`src/rtl/controlsgs.sv`:
```
// controlsgs: shared EX/DM control-bundle typedef and NOP constant for all pipeline registers
package controlsgs_pkg;
  typedef struct packed {
    logic       reg_write;
    logic       mem_write;
    logic       mem_read;
    logic       mem_to_reg;
    logic       alu_src;
    logic       branch;
    logic       jump;
    logic [2:0] alu_op;
  } controlsgs_t;
  localparam controlsgs_t CTRL_NOP = '0;
endpackage

```
`src/rtl/ex_dm_register_if.sv`:
```
// ex_dm_register_if: EX-side inputs and DM-side outputs of the EX/DM register; EX_DM_VALID_EN adds valid bits
interface ex_dm_register_if #(
  parameter int XLEN = 32,
  parameter int REG_AW = 5
);
  import controlsgs_pkg::*;
  logic [XLEN-1:0]   e_alu_y, e_write_data, e_pc_plus4;
  logic [REG_AW-1:0] e_rd;
  controlsgs_t       e_controlsgs;
  logic [XLEN-1:0]   m_alu_y, m_write_data, m_pc_plus4;
  logic [REG_AW-1:0] m_rd;
  controlsgs_t       m_controlsgs;
`ifdef EX_DM_VALID_EN
  logic e_valid, m_valid;
`endif
  modport master (
`ifdef EX_DM_VALID_EN
    output e_valid, input m_valid,
`endif
    output e_alu_y, e_write_data, e_pc_plus4, e_rd, e_controlsgs,
    input  m_alu_y, m_write_data, m_pc_plus4, m_rd, m_controlsgs
  );
  modport slave (
`ifdef EX_DM_VALID_EN
    input e_valid, output m_valid,
`endif
    input  e_alu_y, e_write_data, e_pc_plus4, e_rd, e_controlsgs,
    output m_alu_y, m_write_data, m_pc_plus4, m_rd, m_controlsgs
  );
endinterface

```
`src/rtl/ex_dm_register_pipe_reg.sv`:
```
// pipe_reg: flop vector with async active-low reset, sync clear (priority) and enable
module pipe_reg #(
  parameter int WIDTH = 8
) (
  input  logic             clk,
  input  logic             rst_n,
  input  logic             clr,
  input  logic             en,
  input  logic [WIDTH-1:0] d,
  output logic [WIDTH-1:0] q
);
  // async reset wins, then clear to bubble, then capture, otherwise hold
  always_ff @(posedge clk or negedge rst_n)
    if (!rst_n) q <= '0;
    else if (clr) q <= '0;
    else if (en) q <= d;
endmodule

```
`src/rtl/ex_dm_register.sv`:
```
// ex_dm_register: EX->DM pipeline register with stall/flush; EX_DM_VALID_EN adds a valid bit gating controls
module ex_dm_register
  import controlsgs_pkg::*;
#(
  parameter int XLEN = 32,
  parameter int REG_AW = 5
) (
  input logic clk,
  input logic reset,
  input logic enable,
  input logic flush,
  ex_dm_register_if.slave bus
);
  localparam int CW = $bits(controlsgs_t);
`ifdef EX_DM_VALID_EN
  localparam int W = 3 * XLEN + REG_AW + CW + 1;
  logic [W-1:0] d, q;
  controlsgs_t ctrl_q;
  assign d = {bus.e_valid, bus.e_alu_y, bus.e_write_data, bus.e_rd, bus.e_pc_plus4, bus.e_controlsgs};
  assign {bus.m_valid, bus.m_alu_y, bus.m_write_data, bus.m_rd, bus.m_pc_plus4, ctrl_q} = q;
  assign bus.m_controlsgs = bus.m_valid ? ctrl_q : CTRL_NOP;
`else
  localparam int W = 3 * XLEN + REG_AW + CW;
  logic [W-1:0] d, q;
  assign d = {bus.e_alu_y, bus.e_write_data, bus.e_rd, bus.e_pc_plus4, bus.e_controlsgs};
  assign {bus.m_alu_y, bus.m_write_data, bus.m_rd, bus.m_pc_plus4, bus.m_controlsgs} = q;
`endif
  pipe_reg #(.WIDTH(W)) u_reg (
    .clk(clk),
    .rst_n(reset),
    .clr(flush),
    .en(enable),
    .d(d),
    .q(q)
  );
endmodule

```
`src/flat_wrapper.sv`:
```
// flat-port wrapper written by rule: the top's interface ports become plain ports
module ex_dm_register_flat import controlsgs_pkg::*;
#(
  parameter int XLEN = 32,
  parameter int REG_AW = 5
)
  (clk, reset, enable, flush, bus_e_alu_y, bus_e_write_data, bus_e_pc_plus4, bus_e_rd, bus_e_controlsgs, bus_m_alu_y, bus_m_write_data, bus_m_pc_plus4, bus_m_rd, bus_m_controlsgs);
  ex_dm_register_if #(.XLEN(XLEN), .REG_AW(REG_AW)) bus_i ();
  input logic clk;
  input logic reset;
  input logic enable;
  input logic flush;
  input wire logic [$bits(bus_i.e_alu_y)-1:0] bus_e_alu_y;
  input wire logic [$bits(bus_i.e_write_data)-1:0] bus_e_write_data;
  input wire logic [$bits(bus_i.e_pc_plus4)-1:0] bus_e_pc_plus4;
  input wire logic [$bits(bus_i.e_rd)-1:0] bus_e_rd;
  input wire logic [$bits(bus_i.e_controlsgs)-1:0] bus_e_controlsgs;
  output wire logic [$bits(bus_i.m_alu_y)-1:0] bus_m_alu_y;
  output wire logic [$bits(bus_i.m_write_data)-1:0] bus_m_write_data;
  output wire logic [$bits(bus_i.m_pc_plus4)-1:0] bus_m_pc_plus4;
  output wire logic [$bits(bus_i.m_rd)-1:0] bus_m_rd;
  output wire logic [$bits(bus_i.m_controlsgs)-1:0] bus_m_controlsgs;
  assign bus_i.e_alu_y = bus_e_alu_y;
  assign bus_i.e_write_data = bus_e_write_data;
  assign bus_i.e_pc_plus4 = bus_e_pc_plus4;
  assign bus_i.e_rd = bus_e_rd;
  assign bus_i.e_controlsgs = bus_e_controlsgs;
  assign bus_m_alu_y = bus_i.m_alu_y;
  assign bus_m_write_data = bus_i.m_write_data;
  assign bus_m_pc_plus4 = bus_i.m_pc_plus4;
  assign bus_m_rd = bus_i.m_rd;
  assign bus_m_controlsgs = bus_i.m_controlsgs;
  ex_dm_register #(.XLEN(XLEN), .REG_AW(REG_AW)) u_core (.clk(clk), .reset(reset), .enable(enable), .flush(flush), .bus(bus_i));
endmodule
```
`config.mk`:
```
export PLATFORM = sky130hd
export DESIGN_NAME = ex_dm_register_flat
export DESIGN_NICKNAME = d
export VERILOG_FILES = /design/src/rtl/controlsgs.sv /design/src/rtl/ex_dm_register_if.sv /design/src/rtl/ex_dm_register_pipe_reg.sv /design/src/rtl/ex_dm_register.sv /design/src/flat_wrapper.sv
export SDC_FILE = /design/constraint.sdc
export NUM_CORES = 1
export LEC_CHECK = 0
export ABC_AREA = 1
export CELL_PAD_IN_SITES_DETAIL_PLACEMENT = 2
export CELL_PAD_IN_SITES_GLOBAL_PLACEMENT = 2
export CORE_UTILIZATION = 24
export CTS_BUF_LIST = sky130_fd_sc_hd__clkbuf_8
export DETAILED_ROUTE_END_ITERATION = 10
export PLACE_DENSITY = 0.95
export SYNTH_ARGS = -nofsm -noshare
export SYNTH_HDL_FRONTEND = slang
export SYNTH_SLANG_ARGS = --single-unit
```
`constraint.sdc`:
```
create_clock -name clk -period 1.44 [get_ports clk]
set_input_delay 0.36 -clock clk [delete_from_list [all_inputs] [get_ports clk]]
set_output_delay 0.36 -clock clk [all_outputs]
set_load 0.005 [all_outputs]
```
Word-level counts from Yosys, hierarchy flattened
Cells that the tools add are included.
{"block": "word_totals", "ff_bits": 111, "input_bits": 115, "out_inout_bits": 111, "word_cells": 4}
{"block": "classes", "n_mux": 2, "n_reduce_logical": 1}
{"operator": "111-bit 2-to-1 mux", "count": 2}
{"operator": "2-bit nonzero test", "count": 1}

Longest topological paths before layout
{"block": "logic_depth", "ltp_word": 2, "ltp_mapped": 5, "ltp_nobuf": 3}

Least setup slack after synthesis
OpenSTA, ideal clock, no wires.
{"block": "synth_path", "path_type": "in2reg", "from": "input flush", "to": "register u_core.u_reg.q[107]", "setup_time_ns": 0.066, "arrival_ns": 0.894, "t_required_ns": 1.374, "path_slack_ns": 0.481, "cell_stages": 5, "path_buffers": 2, "path_cell_list": "nor2_1 > buf_4 > buf_4 > nand2_1 > nand2_1"}
{"block": "synth_via", "elab_chain_cells": 1, "word_cells_on_any_way": 2, "classes_between": "mux: 1; reduce/logical: 1"}
{"item": "start: declaration", "line_no": "flat_wrapper.sv:12", "source": "input logic flush;"}
{"item": "111-bit 2-to-1 mux or 2-bit nonzero test (tied branches)"}
{"item": "end signal: assignment", "line_no": "ex_dm_register_pipe_reg.sv:14", "source": "if (!rst_n) q <= '0;"}
{"item": "end signal: assignment", "line_no": "ex_dm_register_pipe_reg.sv:15", "source": "else if (clr) q <= '0;"}
{"item": "end signal: assignment", "line_no": "ex_dm_register_pipe_reg.sv:16", "source": "else if (en) q <= d;"}
{"item": "end: declaration", "line_no": "ex_dm_register_pipe_reg.sv:10", "source": "output logic [WIDTH-1:0] q"}
Parallel ways exist; a longest one is shown, timed or not.
A chain may end at the register's enable or synchronous reset.

Final worst setup path
{"block": "layout_path", "from": "register u_core.u_reg.q[4]", "to": "output bus_m_controlsgs[4]"}
{"item": "end: declaration", "line_no": "flat_wrapper.sv:22", "source": "output wire logic [$bits(bus_i.m_controlsgs)-1:0] bus_m_controlsgs;"}
No word-level cell between the ends.

==> results.toml <==
[layout]
largest_registers = "u_core.u_reg.q (111)"
registers.top_by_ff_count = "u_core.u_reg.q"
antenna_cells = 0
syn_to_final_growth_pct = 72.9
fin_nets = 879
largest_register_ffs = 111
final_cells = 997
drive_above_1_share = 0.129

[critical_path]
cp_max_fo = 2
r2r_slack_ns = 0.53
critPathArrivalTime_ns = 1.04
startpoint = "u_core.u_reg.q[4]"
critPathCaptureType = "output port"
crit_path_start_kind = "register"
r2r-start = "u_core.u_reg.q[51]"
crit_buf_inv = 1
worstSetupPathType = "register to output port"
crit_family = "flip-flops"
cp_slowest_cell = "dfrtp_1"
max_stage_delay_ns = 0.40
critPathRequiredTime_ns = 1.08
cp_cell_sequence = "dlygate4sd2_1"

[grt]
grt_usage = 0.182
grt_pass1_wl_um = 25900
grt_pass1_vias = 4788
grt-ovfl-total = 0
antenna_found_initial = 0
grt_max_degree = 53

[timing]
max_freq_mhz = 715
skew_ns = 0
fin_crit_sh = 0.971
slew_violations = 0
setup_viol = 0
period_minus_slack_ns = 1.40
worstMarginPinSlew_ns = 0.352
fin_tns_setup_ns = 0
hold-worst-slack_ns = 0.332
slew_headroom = 0.766
report.final.hold_viol_count = 0
setup_slack_ns = 0.0413

[route]
drt_pass1_iterations = 4
vias_per_cell = 4.49
vias = 4481
drt_iter0_drc = 133
wl_um = 17600
avgRoutedWirePerCell_um = 17.6
route.detailed.drc = 0
drtAntennaViolNets = 0

[die]
row_count = 49
die_w_um = 137
core_area_sq_um = 17900
start_util = 0.244
io_pins = 226
die_area_sq_um = 18800
die_y_um = 137

[clock_network]
cts_sinks = 111
cts_tree = "built"
htree_num_levels = 3
cts_made_buffers = 9
clockBufferDepth = 2
clock_latency_ns = 0.37
root_buffer = "clkbuf_8"
clk_pin_slew_ns = 0.10

[yosys]
syn_inst = 482
synthesis.nets = 597
yosysWarnings = 0
synth_top_area_cell = "dfrtp_1"
synthTopCellsByArea = "dfrtp_1 (64%), nand2_1 (19%), nand3_1 (13%)"
yosysUniqueCellTypes = 9
synth_top_area_frac = 0.635
synth_seq_cells = 111
syn_avg_cell_area_sq_um = 9.08
ys_seq_area_frac = 0.635
syn_area_sq_um = 4370

[worst_hold_path]
holdCritStartpoint = "enable"
worstHoldPathType = "input pin to register"

[status]
status = "finished, final reports clean"

[power]
total_power_uw = 6380
p_leak_uw = 0.00395
power_density_nw_per_um2 = 844
vdd_drop_max_v = 0.000490

[placed_design]
io_buffers = 225
routabilityCongestion = 0.739
place_ws_ns = -0.209
hpwl_um = 11700
dp_cells = 914

[job]
drv_cap = 0
report_power, final:
part | internal (uW) | leakage [uW] | total, uW | switching (uW)
Clock | 656 | 0.0000868 | 1740 | 1090
Sequential | 3290 | 0.00148 | 3390 | 97.5
Combinational | 725 | 0.00239 | 1260 | 532
synth_stat cells, drive strengths merged:
master and number:
nand3 111, dfrtp 111, buf 33, nand2 222, clkbuf 3, nor2 1, inv 1
repair_timing:
| action | CTS | global route |
|---|---|---|
| gates cloned | 0 | 0 |
| setup buffers | 33 | 34 |
| resized for setup | 137 | 62 |
| hold endpoints to repair | 18 | 0 |
| endpoints found under the setup margin | 111 | 76 |
| hold buffers | 1 | 0 |
layout by cell type (no fill, tap or decap), drive strengths merged:
cell / count
clkdlybuf4s50: 112
buf: 83
inv: 2
dfrtp: 111
dlygate4sd3: 1
nand3: 111
dlygate4sd2: 24
clkdlybuf4s15: 86
clkinvlp: 2
clkbuf: 11
nand2: 222
nor2: 1
clkinv: 2
final timing paths:
check | endpoint | depth (start not counted)
max | bus_m_controlsgs[4] | 1
min | u_core.u_reg.q[110] | 4
max reg2reg | u_core.u_reg.q[51] | 4
min reg2reg | u_core.u_reg.q[100] | 2
max in group asynchronous | u_core.u_reg.q[97] | 3
min in group asynchronous | u_core.u_reg.q[53] | 2
through the flow:
step	instance area, sq um	util
3_3_place_gp	6920	0.387
4_1_cts	7240	0.404
2_1_floorplan	4370	-
6_report	7560	0.423
5_1_grt	7560	0.423
3_5_place_dp	6920	0.387
layer usage:
| metal | part of all wire | track usage | vias up |
|---|---|---|---|
| met4 | 0.027 | 0.0800 | 0 |
| met5 | 0 | 0 | - |
| met3 | 0.061 | 0.0496 | 29 |
| met1 | 0.38 | 0.200 | 2227 |
| li1 | - | - | 2091 |
| met2 | 0.53 | 0.326 | 134 |
logic make-up after synthesis:
kind of cell / after synthesis / synth area share
buffers and inverters: 37 / 0.0466
flip-flops: 111 / 0.635
AND/OR/NAND/NOR: 334 / 0.318
area by class of cell:
cell class              count  area [sq um]
multi-input cells         334          1400
flip-flops and latches    111          2780
repair buffers            307          2930
fillers                  1956         10300
clock inverters             5          27.5
clock buffers              10           138
well taps                 229           287
inverters                   1          5.00
Note: power is estimated with default switching activity, not from simulation.
==> RTL change: new RTL, same settings <==
`XLEN` is set to 32 in 3 places; all go to 16.
--- a/src/rtl/ex_dm_register_if.sv
+++ b/src/rtl/ex_dm_register_if.sv
@@ -1,5 +1,5 @@
 // ex_dm_register_if: EX-side inputs and DM-side outputs of the EX/DM register; EX_DM_VALID_EN adds valid bits
 interface ex_dm_register_if #(
-  parameter int XLEN = 32,
+  parameter int XLEN = 16,
   parameter int REG_AW = 5
 );
--- a/src/rtl/ex_dm_register.sv
+++ b/src/rtl/ex_dm_register.sv
@@ -3,5 +3,5 @@
   import controlsgs_pkg::*;
 #(
-  parameter int XLEN = 32,
+  parameter int XLEN = 16,
   parameter int REG_AW = 5
 ) (
--- a/src/flat_wrapper.sv
+++ b/src/flat_wrapper.sv
@@ -2,5 +2,5 @@
 module ex_dm_register_flat import controlsgs_pkg::*;
 #(
-  parameter int XLEN = 32,
+  parameter int XLEN = 16,
   parameter int REG_AW = 5
 )
Interface: changed (6 resized); port bits go from 226 to 130. No check against the original RTL was run, so the function may have changed too.
==> RTL change against the unedited design <==
Core utilization is 0.95 points lower. Design area is 44% lower. Count of clock-buffer cells in the layout is 1 lower. Sequential cell count is 48 lower. Wire length is 49% lower. Synthesized area is 42% lower. Setup slack better by 0.038 ns. Total power is 34% lower. Synthesized cell count is 43% lower. Clock skew stayed put.
==> RTL change: results (changes against the unedited design) <==
cells_and_area:
  seqCellArea_sq_um: 1580  # was 2780 sq um
  mostFrequentLayoutCell: "nand2_1"  # unchanged
  drive_above_1_share_pct: 10.5  # was 12.9%
  fin_cells: 563  # was 997
  top_regs: "u_core.u_reg.q (63)"  # was u_core.u_reg.q (111)
  fin_nets: 489  # was 879
  nMultiInputCombCells: 190  # was 334
  clock_area_share_pct: 4.81  # was 2.18%
  buffers_excl_clock: 157  # was 307
  final-nonclk-buf-share_pct: 35.2  # was 38.7%
  fill_cells: 1171  # was 1956
  multi_input_area_share_pct: 19.0  # was 18.5%
global_routing:
  first_global_vias: 2892  # was 4788
  grt_pass1_wl_um: 14800  # was 25900 um
  grt_max_degree: 64  # was 53
  grt_usage_pct: 17.2  # was 18.2%
yosys:
  syn-num-nets: 340  # was 597
  syn_inst: 273  # was 482
  synth_area_leaders: "dfrtp_1, nand2_1, nand3_1, clkbuf_8, buf_4"  # was dfrtp_1, nand2_1, nand3_1, buf_2, buf_4
  yosys.area_share.adder_pct: 0  # unchanged
  yosys-top-cells-count: "nand2_1, dfrtp_1, nand3_1"  # unchanged
  synth_seq_area_share_pct: 61.6  # was 63.5%
route:
  wl_per_cell_um: 15.8  # was 17.6 um
  drt_iter0_drc: 97  # was 133
  vias: 2470  # was 4481
timing:
  relSlewSlack_pct: 75.9  # was 76.6%
  fin_crit_sh_pct: 94.5  # was 97.1%
pwr:
  leakage_nw: 2.38  # was 3.95 nW
  pg_seq_w: 0.00193  # was 0.00339 W
  p_clk_w: 0.00164  # was 0.00174 W
  ir_worst_vdd_uv: 582  # was 490 uV
  swShare_pct: 24.2  # was 26.9%
placed_design:
  pre_cts_slack_ns: -0.169  # was -0.209 ns
  dp_cells: 529  # was 914
  hpwlAfterDp_um: 6400  # was 11700 um
  gp_congestion: 0.697  # was 0.739
  port_buffers: 129  # was 225
worst_setup_path:
  worstRegToRegCells: 3  # was 4
  reg2reg_slack_ns: 0.68  # was 0.53 ns
  r2r_start: "u_core.u_reg.q[28]$_DFFE_PN0P_"  # was u_core.u_reg.q[51]$_DFFE_PN0P_
  crit_arrival_ns: 1.00  # was 1.04 ns
  r2r-end: "u_core.u_reg.q[28]$_DFFE_PN0P_"  # was u_core.u_reg.q[51]$_DFFE_PN0P_
  crit_path_end_kind: "primary output"  # unchanged
  crit_start: "u_core.u_reg.q[16]$_DFFE_PN0P_"  # was u_core.u_reg.q[4]$_DFFE_PN0P_
  endpoint: "bus_m_pc_plus4[6]"  # was bus_m_controlsgs[4]
min_path:
  hold_class: "in -> async"  # was in -> reg
clock_tree:
  clock-sinks: 63  # was 111
  insertion_delay_ns: 0.33  # was 0.37 ns
  hold_buffers: 0  # was 1
  clkTransAtPathRegs_ns: 0.07  # was 0.10 ns
status:
  status: "complete, no violations"  # unchanged
==> RTL change: changes by cell type after synthesis, moves of 3 or more <==
cell | before | now
nand3_1 | 111 | 63
buf_4 | 10 | 6
clkbuf_1 | 3 | 0
buf_2 | 22 | 6
dfrtp_1 | 111 | 63
nand2_1 | 222 | 126
clkbuf_8 | 0 | 6
==> RTL change: cell families (layout without fill, tap and decap cells) <==
group / count (synthesis) / in the layout
buf+inv: 20 / 174
flops: 63 / 63
simple gates: 190 / 190
==> RTL change: repair_timing <==
item                       in CTS  in global routing
setup endpoints to repair      63                  0
setup buffers                  18                  0
resized for setup              63                  0
==> RTL change: worst min path at each step <==
stage | start | end | slack [ns] | depth (start not counted)
3_3_place_gp | reset | u_core.u_reg.q[33]$_DFFE_PN0P_ | 0.40 | 2
5_1_grt | reset | u_core.u_reg.q[30]$_DFFE_PN0P_ | 0.04 | 2
4_1_cts | reset | u_core.u_reg.q[33]$_DFFE_PN0P_ | 0.03 | 2
2_1_floorplan | reset | u_core.u_reg.q[0]$_DFFE_PN0P_ | 0.06 | 0
3_5_place_dp | reset | u_core.u_reg.q[33]$_DFFE_PN0P_ | 0.40 | 2
6_report | reset | u_core.u_reg.q[30]$_DFFE_PN0P_ | 0.02 | 2
==> RTL change: through the flow <==
step	total power (W)	hold WS, ns	cell area [sq um]
6_report	0.00421	0.0222	4260
5_1_grt	0.00442	0.0351	4260
4_1_cts	0.00426	0.0310	4260
3_5_place_dp	0.00266	0.402	4000
3_3_place_gp	0.00263	0.396	4000
2_1_floorplan	0.00215	0.0644	2560
==> RTL change: metal layers <==
metal	up-vias	track usage, %	wire length, um
met5	-	0	0
met1	1224	19.8	3600
met4	0	5.73	113
li1	1167	-	-
met3	8	3.09	345
met2	71	32.0	4820
